--- src/rtl/pc_sequencer_if.sv ---
// rtl/pc_sequencer_if.sv - fetch handshake and redirect bundle for pc_sequencer
//
// Purpose: groups the instruction-fetch handshake with the trap/redirect request lines.
// Signals:
//   fetch_valid  sequencer -> imem   pc is a valid fetch address
//   fetch_ready  imem -> sequencer   instruction memory accepts pc
//   pc           sequencer -> imem   current fetch address
//   redir_valid  pipe -> sequencer   branch/jump redirect request
//   redir_target pipe -> sequencer   redirect target
//   trap_valid   pipe -> sequencer   trap request, overrides redirect
//   trap_vector  pipe -> sequencer   trap handler address
// Modports: master = sequencer side, slave = memory/pipeline side.

interface pc_sequencer_if #(
  parameter int XLEN = 32
);
  logic            fetch_valid;
  logic            fetch_ready;
  logic [XLEN-1:0] pc;
  logic            redir_valid;
  logic [XLEN-1:0] redir_target;
  logic            trap_valid;
  logic [XLEN-1:0] trap_vector;

  modport master (
    output fetch_valid,
    output pc,
    input  fetch_ready,
    input  redir_valid,
    input  redir_target,
    input  trap_valid,
    input  trap_vector
  );

  modport slave (
    input  fetch_valid,
    input  pc,
    output fetch_ready,
    output redir_valid,
    output redir_target,
    output trap_valid,
    output trap_vector
  );
endinterface

--- src/rtl/pc_sequencer.sv ---
// rtl/pc_sequencer.sv - program-counter stage with trap/redirect arbitration
//
// Purpose: owns the PC register, produces the sequential successor, arbitrates
// trap over redirect, halts fetch on a misaligned redirect target and counts
// accepted fetches.
// Ports:
//   clk          in   system clock, rising edge
//   rst_n        in   asynchronous active-low reset
//   stall        in   pipeline hold; pc does not advance
//   bus          if   fetch handshake + redirect/trap requests (master modport)
//   pcplus       out  pc + INCR, combinational, modulo 2^XLEN
//   misalign     out  sticky misaligned-target flag
//   err_addr     out  first offending redirect target
//   fetch_count  out  number of accepted fetches, wraps

module pc_sequencer #(
  parameter int                XLEN         = 32,
  parameter logic [XLEN-1:0]   RESET_VECTOR = 32'h0000_0000,
  parameter int                INCR         = 4,
  parameter int                ALIGN_BITS   = 2,
  parameter int                CNT_W        = 16
) (
  input  logic                 clk,
  input  logic                 rst_n,
  input  logic                 stall,
  pc_sequencer_if.master       bus,
  output logic [XLEN-1:0]      pcplus,
  output logic                 misalign,
  output logic [XLEN-1:0]      err_addr,
  output logic [CNT_W-1:0]     fetch_count
);

  typedef enum logic [1:0] {BOOT, RUN, HALT} state_t;

  // Low-bit mask: ones above ALIGN_BITS, zeros in the bits that must be clear.
  localparam logic [XLEN-1:0] ALIGN_MASK = ~((XLEN'(1) << ALIGN_BITS) - XLEN'(1));

  state_t           state, state_nxt;
  logic [XLEN-1:0]  pc_q, pc_nxt;
  logic             fv_q;
  logic             mis_q, mis_nxt;
  logic [XLEN-1:0]  err_q, err_nxt;
  logic [CNT_W-1:0] cnt_q, cnt_nxt;
  logic             accept;
  logic             redir_aligned;
  logic [XLEN-1:0]  trap_aligned;

  assign pcplus        = pc_q + XLEN'(INCR);
  assign accept        = fv_q & bus.fetch_ready & ~stall;
  assign redir_aligned = (bus.redir_target & ~ALIGN_MASK) == '0;
  assign trap_aligned  = bus.trap_vector & ALIGN_MASK;

  always_ff @(posedge clk or negedge rst_n) begin
    if (!rst_n) begin
      state <= BOOT;
      pc_q  <= RESET_VECTOR;
      fv_q  <= 1'b0;
      mis_q <= 1'b0;
      err_q <= '0;
      cnt_q <= '0;
    end else begin
      state <= state_nxt;
      pc_q  <= pc_nxt;
      // fetch_valid is a flop so fetch_ready can never reach it combinationally.
      fv_q  <= (state_nxt == RUN);
      mis_q <= mis_nxt;
      err_q <= err_nxt;
      cnt_q <= cnt_nxt;
    end
  end

  always_comb begin
    state_nxt = state;
    pc_nxt    = pc_q;
    mis_nxt   = mis_q;
    err_nxt   = err_q;
    cnt_nxt   = cnt_q;

    // An accept is counted even when a redirect or trap wins the pc update.
    if (accept) cnt_nxt = cnt_q + CNT_W'(1);

    case (state)
      BOOT, RUN: begin
        state_nxt = RUN;
        if (bus.trap_valid) begin
          pc_nxt = trap_aligned;
        end else if (bus.redir_valid && redir_aligned) begin
          pc_nxt = bus.redir_target;
        end else if (bus.redir_valid) begin
          mis_nxt   = 1'b1;
          state_nxt = HALT;
          // Only the first error is kept; misalign is sticky until reset.
          if (!mis_q) err_nxt = bus.redir_target;
        end else if (accept) begin
          pc_nxt = pcplus;
        end
      end
      HALT: begin
        if (bus.trap_valid) begin
          pc_nxt    = trap_aligned;
          state_nxt = RUN;
        end
      end
      default: state_nxt = BOOT;
    endcase
  end

  assign bus.fetch_valid = fv_q;
  assign bus.pc          = pc_q;
  assign misalign        = mis_q;
  assign err_addr        = err_q;
  assign fetch_count     = cnt_q;

endmodule
--- src/flat_wrapper.sv ---
// flat-port wrapper written by rule: the top's interface ports become plain ports
module pc_sequencer_flat 
#(
  parameter int                XLEN         = 32,
  parameter logic [XLEN-1:0]   RESET_VECTOR = 32'h0000_0000,
  parameter int                INCR         = 4,
  parameter int                ALIGN_BITS   = 2,
  parameter int                CNT_W        = 16
)
  (clk, rst_n, stall, pcplus, misalign, err_addr, fetch_count, bus_fetch_valid, bus_pc, bus_fetch_ready, bus_redir_valid, bus_redir_target, bus_trap_valid, bus_trap_vector);
  pc_sequencer_if #(.XLEN(XLEN)) bus_i ();
  input  logic clk;
  input  logic rst_n;
  input  logic stall;
  output logic [XLEN-1:0] pcplus;
  output logic misalign;
  output logic [XLEN-1:0] err_addr;
  output logic [CNT_W-1:0] fetch_count;
  output wire logic [$bits(bus_i.fetch_valid)-1:0] bus_fetch_valid;
  output wire logic [$bits(bus_i.pc)-1:0] bus_pc;
  input wire logic [$bits(bus_i.fetch_ready)-1:0] bus_fetch_ready;
  input wire logic [$bits(bus_i.redir_valid)-1:0] bus_redir_valid;
  input wire logic [$bits(bus_i.redir_target)-1:0] bus_redir_target;
  input wire logic [$bits(bus_i.trap_valid)-1:0] bus_trap_valid;
  input wire logic [$bits(bus_i.trap_vector)-1:0] bus_trap_vector;
  assign bus_fetch_valid = bus_i.fetch_valid;
  assign bus_pc = bus_i.pc;
  assign bus_i.fetch_ready = bus_fetch_ready;
  assign bus_i.redir_valid = bus_redir_valid;
  assign bus_i.redir_target = bus_redir_target;
  assign bus_i.trap_valid = bus_trap_valid;
  assign bus_i.trap_vector = bus_trap_vector;
  pc_sequencer #(.XLEN(XLEN), .RESET_VECTOR(RESET_VECTOR), .INCR(INCR), .ALIGN_BITS(ALIGN_BITS), .CNT_W(CNT_W)) u_core (.clk(clk), .rst_n(rst_n), .stall(stall), .bus(bus_i), .pcplus(pcplus), .misalign(misalign), .err_addr(err_addr), .fetch_count(fetch_count));
endmodule
--- config.mk ---
export PLATFORM = sky130hd
export DESIGN_NAME = pc_sequencer_flat
export DESIGN_NICKNAME = d
export VERILOG_FILES = /design/src/rtl/pc_sequencer_if.sv /design/src/rtl/pc_sequencer.sv /design/src/flat_wrapper.sv
export SDC_FILE = /design/constraint.sdc
export NUM_CORES = 1
export LEC_CHECK = 0
export ABC_AREA = 1
export BUFFER_PORTS_ARGS = -buffer_cell sky130_fd_sc_hd__buf_2
export CAP_MARGIN = 10
export CORE_MARGIN = 2
export CORE_UTILIZATION = 29
export CTS_CLUSTER_SIZE = 25
export DETAILED_ROUTE_END_ITERATION = 6
export PLACE_DENSITY = 0.58
export SLEW_MARGIN = 40
export SYNTH_ARGS = -nofsm -noshare
export SYNTH_HDL_FRONTEND = slang
export SYNTH_SLANG_ARGS = --single-unit
--- constraint.sdc ---
create_clock -name clk -period 2.2 [get_ports clk]
set_clock_uncertainty 0.2 [all_clocks]
set_input_delay 0.55 -clock clk [delete_from_list [all_inputs] [get_ports clk]]
set_output_delay 0.55 -clock clk [all_outputs]
set_load 0.05 [all_outputs]
# Word-level counts from Yosys, hierarchy flattened
# Index checks and enable logic that the tools add are counted.
# op_classes
add_sub_neg,2
n_eq_ne,6
n_mux,11
bitwise_logic,6
n_reduce_logical,8
# op_table
operator,count
$mux 32,5
$pmux 32 s2,1
$add 32x3->32 const B,1
$logic_not 32->1,1
$add 16x1->16 const B,1
$mux 2,4
$reduce_and 4->1,2
$reduce_and 5->1,1
$eq 2x1->1 const B,2
$ne 4x2->1 const B,1
$ne 4x3->1 const B,1
$not 1->1,4
$pmux 2 s2,1
$and 1x1->1,2
$eq 2x2->1 const B,1
$logic_not 2->1,1
$ne 2x2->1 const B,1
$reduce_bool 2->1,1
$reduce_or 2->1,1
$logic_and 1x1->1,1
# totals
reg_bits,84
inputBits,70
output_inout_bits,114

# Logic depth before layout (Yosys ltp)
# depth
ltp_word,7
depth_mapped,10
depth_no_buf,10

# Least setup slack after synthesis
# Ideal clock, no wire load.
# synth_timing
path_type,register to output
startpoint,"reg u_core.pc_q[2], in the netlist u_core.bus.pc[2]"
endpoint,out pcplus[7]
arrival_time_ps,2284
required_ps,1450
path_slack_ps,-834
stages_incl_launch_ff,5
n_path_buf,0
path_cell_list,dfrtp_1 -> inv_1 -> nor2_8 -> nand2_2 -> xnor2_1
# synth_via
elab_chain_cells,1
# synth_rtl
item,line,text
start: declaration,pc_sequencer.sv:39,"logic [XLEN-1:0] pc_q, pc_nxt;"
start signal: assignment,pc_sequencer.sv:63,pc_q <= pc_nxt;
$add 32x3->32,pc_sequencer.sv:48,assign pcplus = pc_q + XLEN'(INCR);
end: declaration,flat_wrapper.sv:15,output logic [XLEN-1:0] pcplus;
# No other way between the ends.

# Final worst setup path
# layout_timing
startpoint,"reg u_core.pc_q[2], in the netlist u_core.bus.pc[2]"
endpoint,out pcplus[12]
# Same word-level chain as after synthesis.

==> results.toml <==
[run_status]
status = "finished, violations left"
violations = "negative setup slack"

[placement]
port_buffers = 181
place_area_sq_mm = 0.00687
dpl.hpwl_um = 12700
place_congestion = 0.878
place_ws_ns = -0.145

[power]
p_sw_uw = 3730
power_density_mw_per_mm2 = 1000
leakage_uw = 0.00399
netSwitchingFraction = 0.479
combPwrFrac = 0.551
p_int_uw = 4060
p_clk_frac = 0.192
seq_power_share = 0.257
vdd_drop_max_v = 0.000512

[synthesis]
ys_async_sr_fraction = 1.00
synth_nets = 678
yosysUniqueCellTypes = 33
ys_ff_latch = 84
synth-simple-area-share = 0.253
synth_edf_count = 0
synth-xor-area-share = 0.0376
syn_area_sq_mm = 0.00489
synth_compound_area_frac = 0.123
ys_seq_area_frac = 0.430
ys_dominant_reg_cell = "dfrtp_1"
synth_area_per_cell_sq_um = 8.06
synth_cells = 606
synth_top_family_by_area = "simple AND/OR/NAND/NOR gates"
muxShareOfSynthArea = 0.0714
post_synth_fa_ha_maj_area_fraction = 0.00512
ys_warn_count = 0

[floorplanning]
coreArea_sq_mm = 0.0165
die_h_um = 134
die_w_um = 134
ioPinCount = 184
die-area_sq_mm = 0.0179
start_util = 0.296
rows = 47

[sta]
hold_ws_ns = 0.240
drv_slew = 0
hold_viol = 0
slew_headroom = 0.707
worst_pin_slew_ns = 0.435
setup_ws_ns = -0.462
setup_viol = 28
fin_crit_sh = 1.21
finalSetupTns_ns = -9.87
max_freq_mhz = 376
min_period_ns = 2.66
grt_setup_unrepaired = "yes"

[grt]
gr-total-overflow = 0
grt_pass1_wl_um = 25900
grt_pass1_vias = 5027
grt_usage = 0.187
grt_start_max_net_pins = 52
antenna_found_initial = 1

[cts]
htreeDepth = 3
cts_tree = "done"
clk_pin_slew_worst_paths_ns = 0.07
clkLatencyLatePin_ns = 0.35
cts.sinks = 84
ctsRootBufferMaster = "clkbuf_16"
cts_buffers = 9
cts_buffer_depth = 2

[layout]
drive_gt1_frac = 0.506
utilization = 0.470
regArea_sq_mm = 0.00211
multi_input_area_sq_mm = 0.00293
fin_nets = 939
nFillCells = 1655
syn_to_final_growth_pct = 58.8
final_area_sq_mm = 0.00776

[worst_setup_path]
worst_path_most_repeated_cell = "nand2_4"
arrival_ns = 1.91
crit_required_ns = 1.45
startpoint_type = "register"
crit_path_top_delay_cell = "dfrtp_2"
crit_chain = "buf_4, ha_4, nand2_4, nor2_4, nand2_4, buf_4, buf_6, o21ai_4, nand2_4, buf_6"
path_class = "register to output pin"
max_stage_delay_ns = 0.36
end_kind = "output pin"
crit_fanout = 6

[route]
antenna_left = 0
drc_errors = 0
firstDrtPassIters = 4
wl_um = 16700
drt_iter0_drc = 239
viasPerCell = 4.57
vias = 5000
routedWlPerCell_um = 15.3

[run]
drv_cap = 0

[hold_path]
hold_class = "primary input to register"
-- critical path, delay by kind of cell (launching register included) --
kind / cells / cell delay (ns)
buffers and inverters: 4 / 0.54
AO/OA/AOI/OAI: 1 / 0.15
flip-flops: 1 / 0.36
AND/OR/NAND/NOR: 4 / 0.37
adder cells (fa/ha/maj): 1 / 0.14
-- power groups by stage --
stage	clock, uW	combinational [uW]	sequential, uW
after floorplan	0	1730	2820
after global placement	0	3710	2010
after detailed placement	0	3730	2010
after CTS	1550	4060	2000
after global routing	1590	4550	2040
final	1500	4290	2000
-- final timing paths --
check	startpoint	endpoint	slack [ns]	cells past startpoint
min in group asynchronous	rst_n	u_core.err_addr[5]	0.46	2
min	bus_redir_target[9]	u_core.err_addr[9]	0.24	2
max reg2reg	u_core.bus.pc[3]	u_core.bus.pc[11]	0.20	11
max in group asynchronous	rst_n	u_core.bus.pc[15]	0.81	3
min reg2reg	u_core.fetch_count[15]	u_core.fetch_count[15]	0.27	1
max	u_core.bus.pc[2]	pcplus[12]	-0.46	10
-- placed cells by master, fill, tap and decap left out, types with 4 or more instances in the layout --
cell,netlist,layout
a21oi_1,51,51
xnor2_1,9,6
o21bai_1,7,7
nor2_1,56,49
mux2_2,30,30
inv_2,3,4
nand3_1,34,24
o21ai_4,0,5
o21ai_0,36,29
buf_6,0,17
dfrtp_2,0,6
nand2_1,137,86
nor2_2,6,8
a22oi_1,11,11
nor2_4,11,16
buf_4,9,86
buf_12,0,6
nand2_4,2,25
nand3_2,2,12
inv_1,68,66
clkinvlp_4,0,5
buf_8,0,11
nand2_2,6,33
clkbuf_16,0,9
buf_2,2,152
dfrtp_1,84,78
xor2_1,12,8
-- cell type report --
type	count	area share
multi-input cells	428	0.377
flip-flops and latches	84	0.272
repair buffers	273	0.244
well taps	220	0.0355
inverters	71	0.0348
clock buffers	9	0.0290
clock inverters	7	0.00758
diodes	1	0.000322
-- per-layer routing --
metal / global-route usage / wire (um) / up-vias
met4: 0.0680 / 302 / 0
li1: - / - / 2492
met2: 0.303 / 7900 / 128
met1: 0.250 / 7690 / 2361
met3: 0.0359 / 854 / 19
met5: 0 / 0 / -
-- cell usage after synthesis, types with 3 or more instances --
cell type,count,area share
inv_2,3,0.0023
nand2_2,6,0.0077
nand4_1,3,0.0038
nor2_4,11,0.025
nand2_1,137,0.11
inv_1,68,0.052
a22oi_1,11,0.017
o21ai_0,36,0.037
o21bai_1,7,0.011
mux2_2,30,0.069
buf_4,9,0.014
xor2_1,12,0.022
clkbuf_1,12,0.0092
nor2_2,6,0.0077
xnor2_1,9,0.016
a21oi_1,51,0.052
nand3_1,34,0.035
dfrtp_1,84,0.43
nor2_1,56,0.043
-- through the flow --
step | total power, uW | std cells
global placement | 5720 | 1057
detailed placement | 5740 | 1057
CTS | 7610 | 1079
global route | 8180 | 1093
finish | 7800 | 1093
floorplan | 4550 | 606
-- state kept, by name, summed over array words and instances, names as in the netlist --
| register | count |
|---|---|
| u_core.bus.fetch_valid | 1 |
| u_core.bus.pc | 32 |
| u_core.err_addr | 32 |
| u_core.fetch_count | 16 |
| u_core.misalign | 1 |
| u_core.state | 2 |
-- cells by family (layout without fill, tap and decap cells) --
logic type | count (synthesis) | in the layout
AOI/OAI and AO/OA | 110 | 110
muxes | 31 | 31
buffers and inverters | 94 | 360
xor gates and xnor gates | 21 | 21
DFF | 84 | 84
and+or+nand+nor | 264 | 264
other | 0 | 1
adders and majority gates | 2 | 2
-- repair_timing --
item,4_1_cts,5_1_grt
hold buffers,1,0
gates cloned,0,0
pin swaps,12,14
endpoints found under the hold margin,21,0
buffers inserted,5,14
gates resized for setup,77,48
endpoints found under the setup margin,28,28
Power figures use the tool's default switching activity.
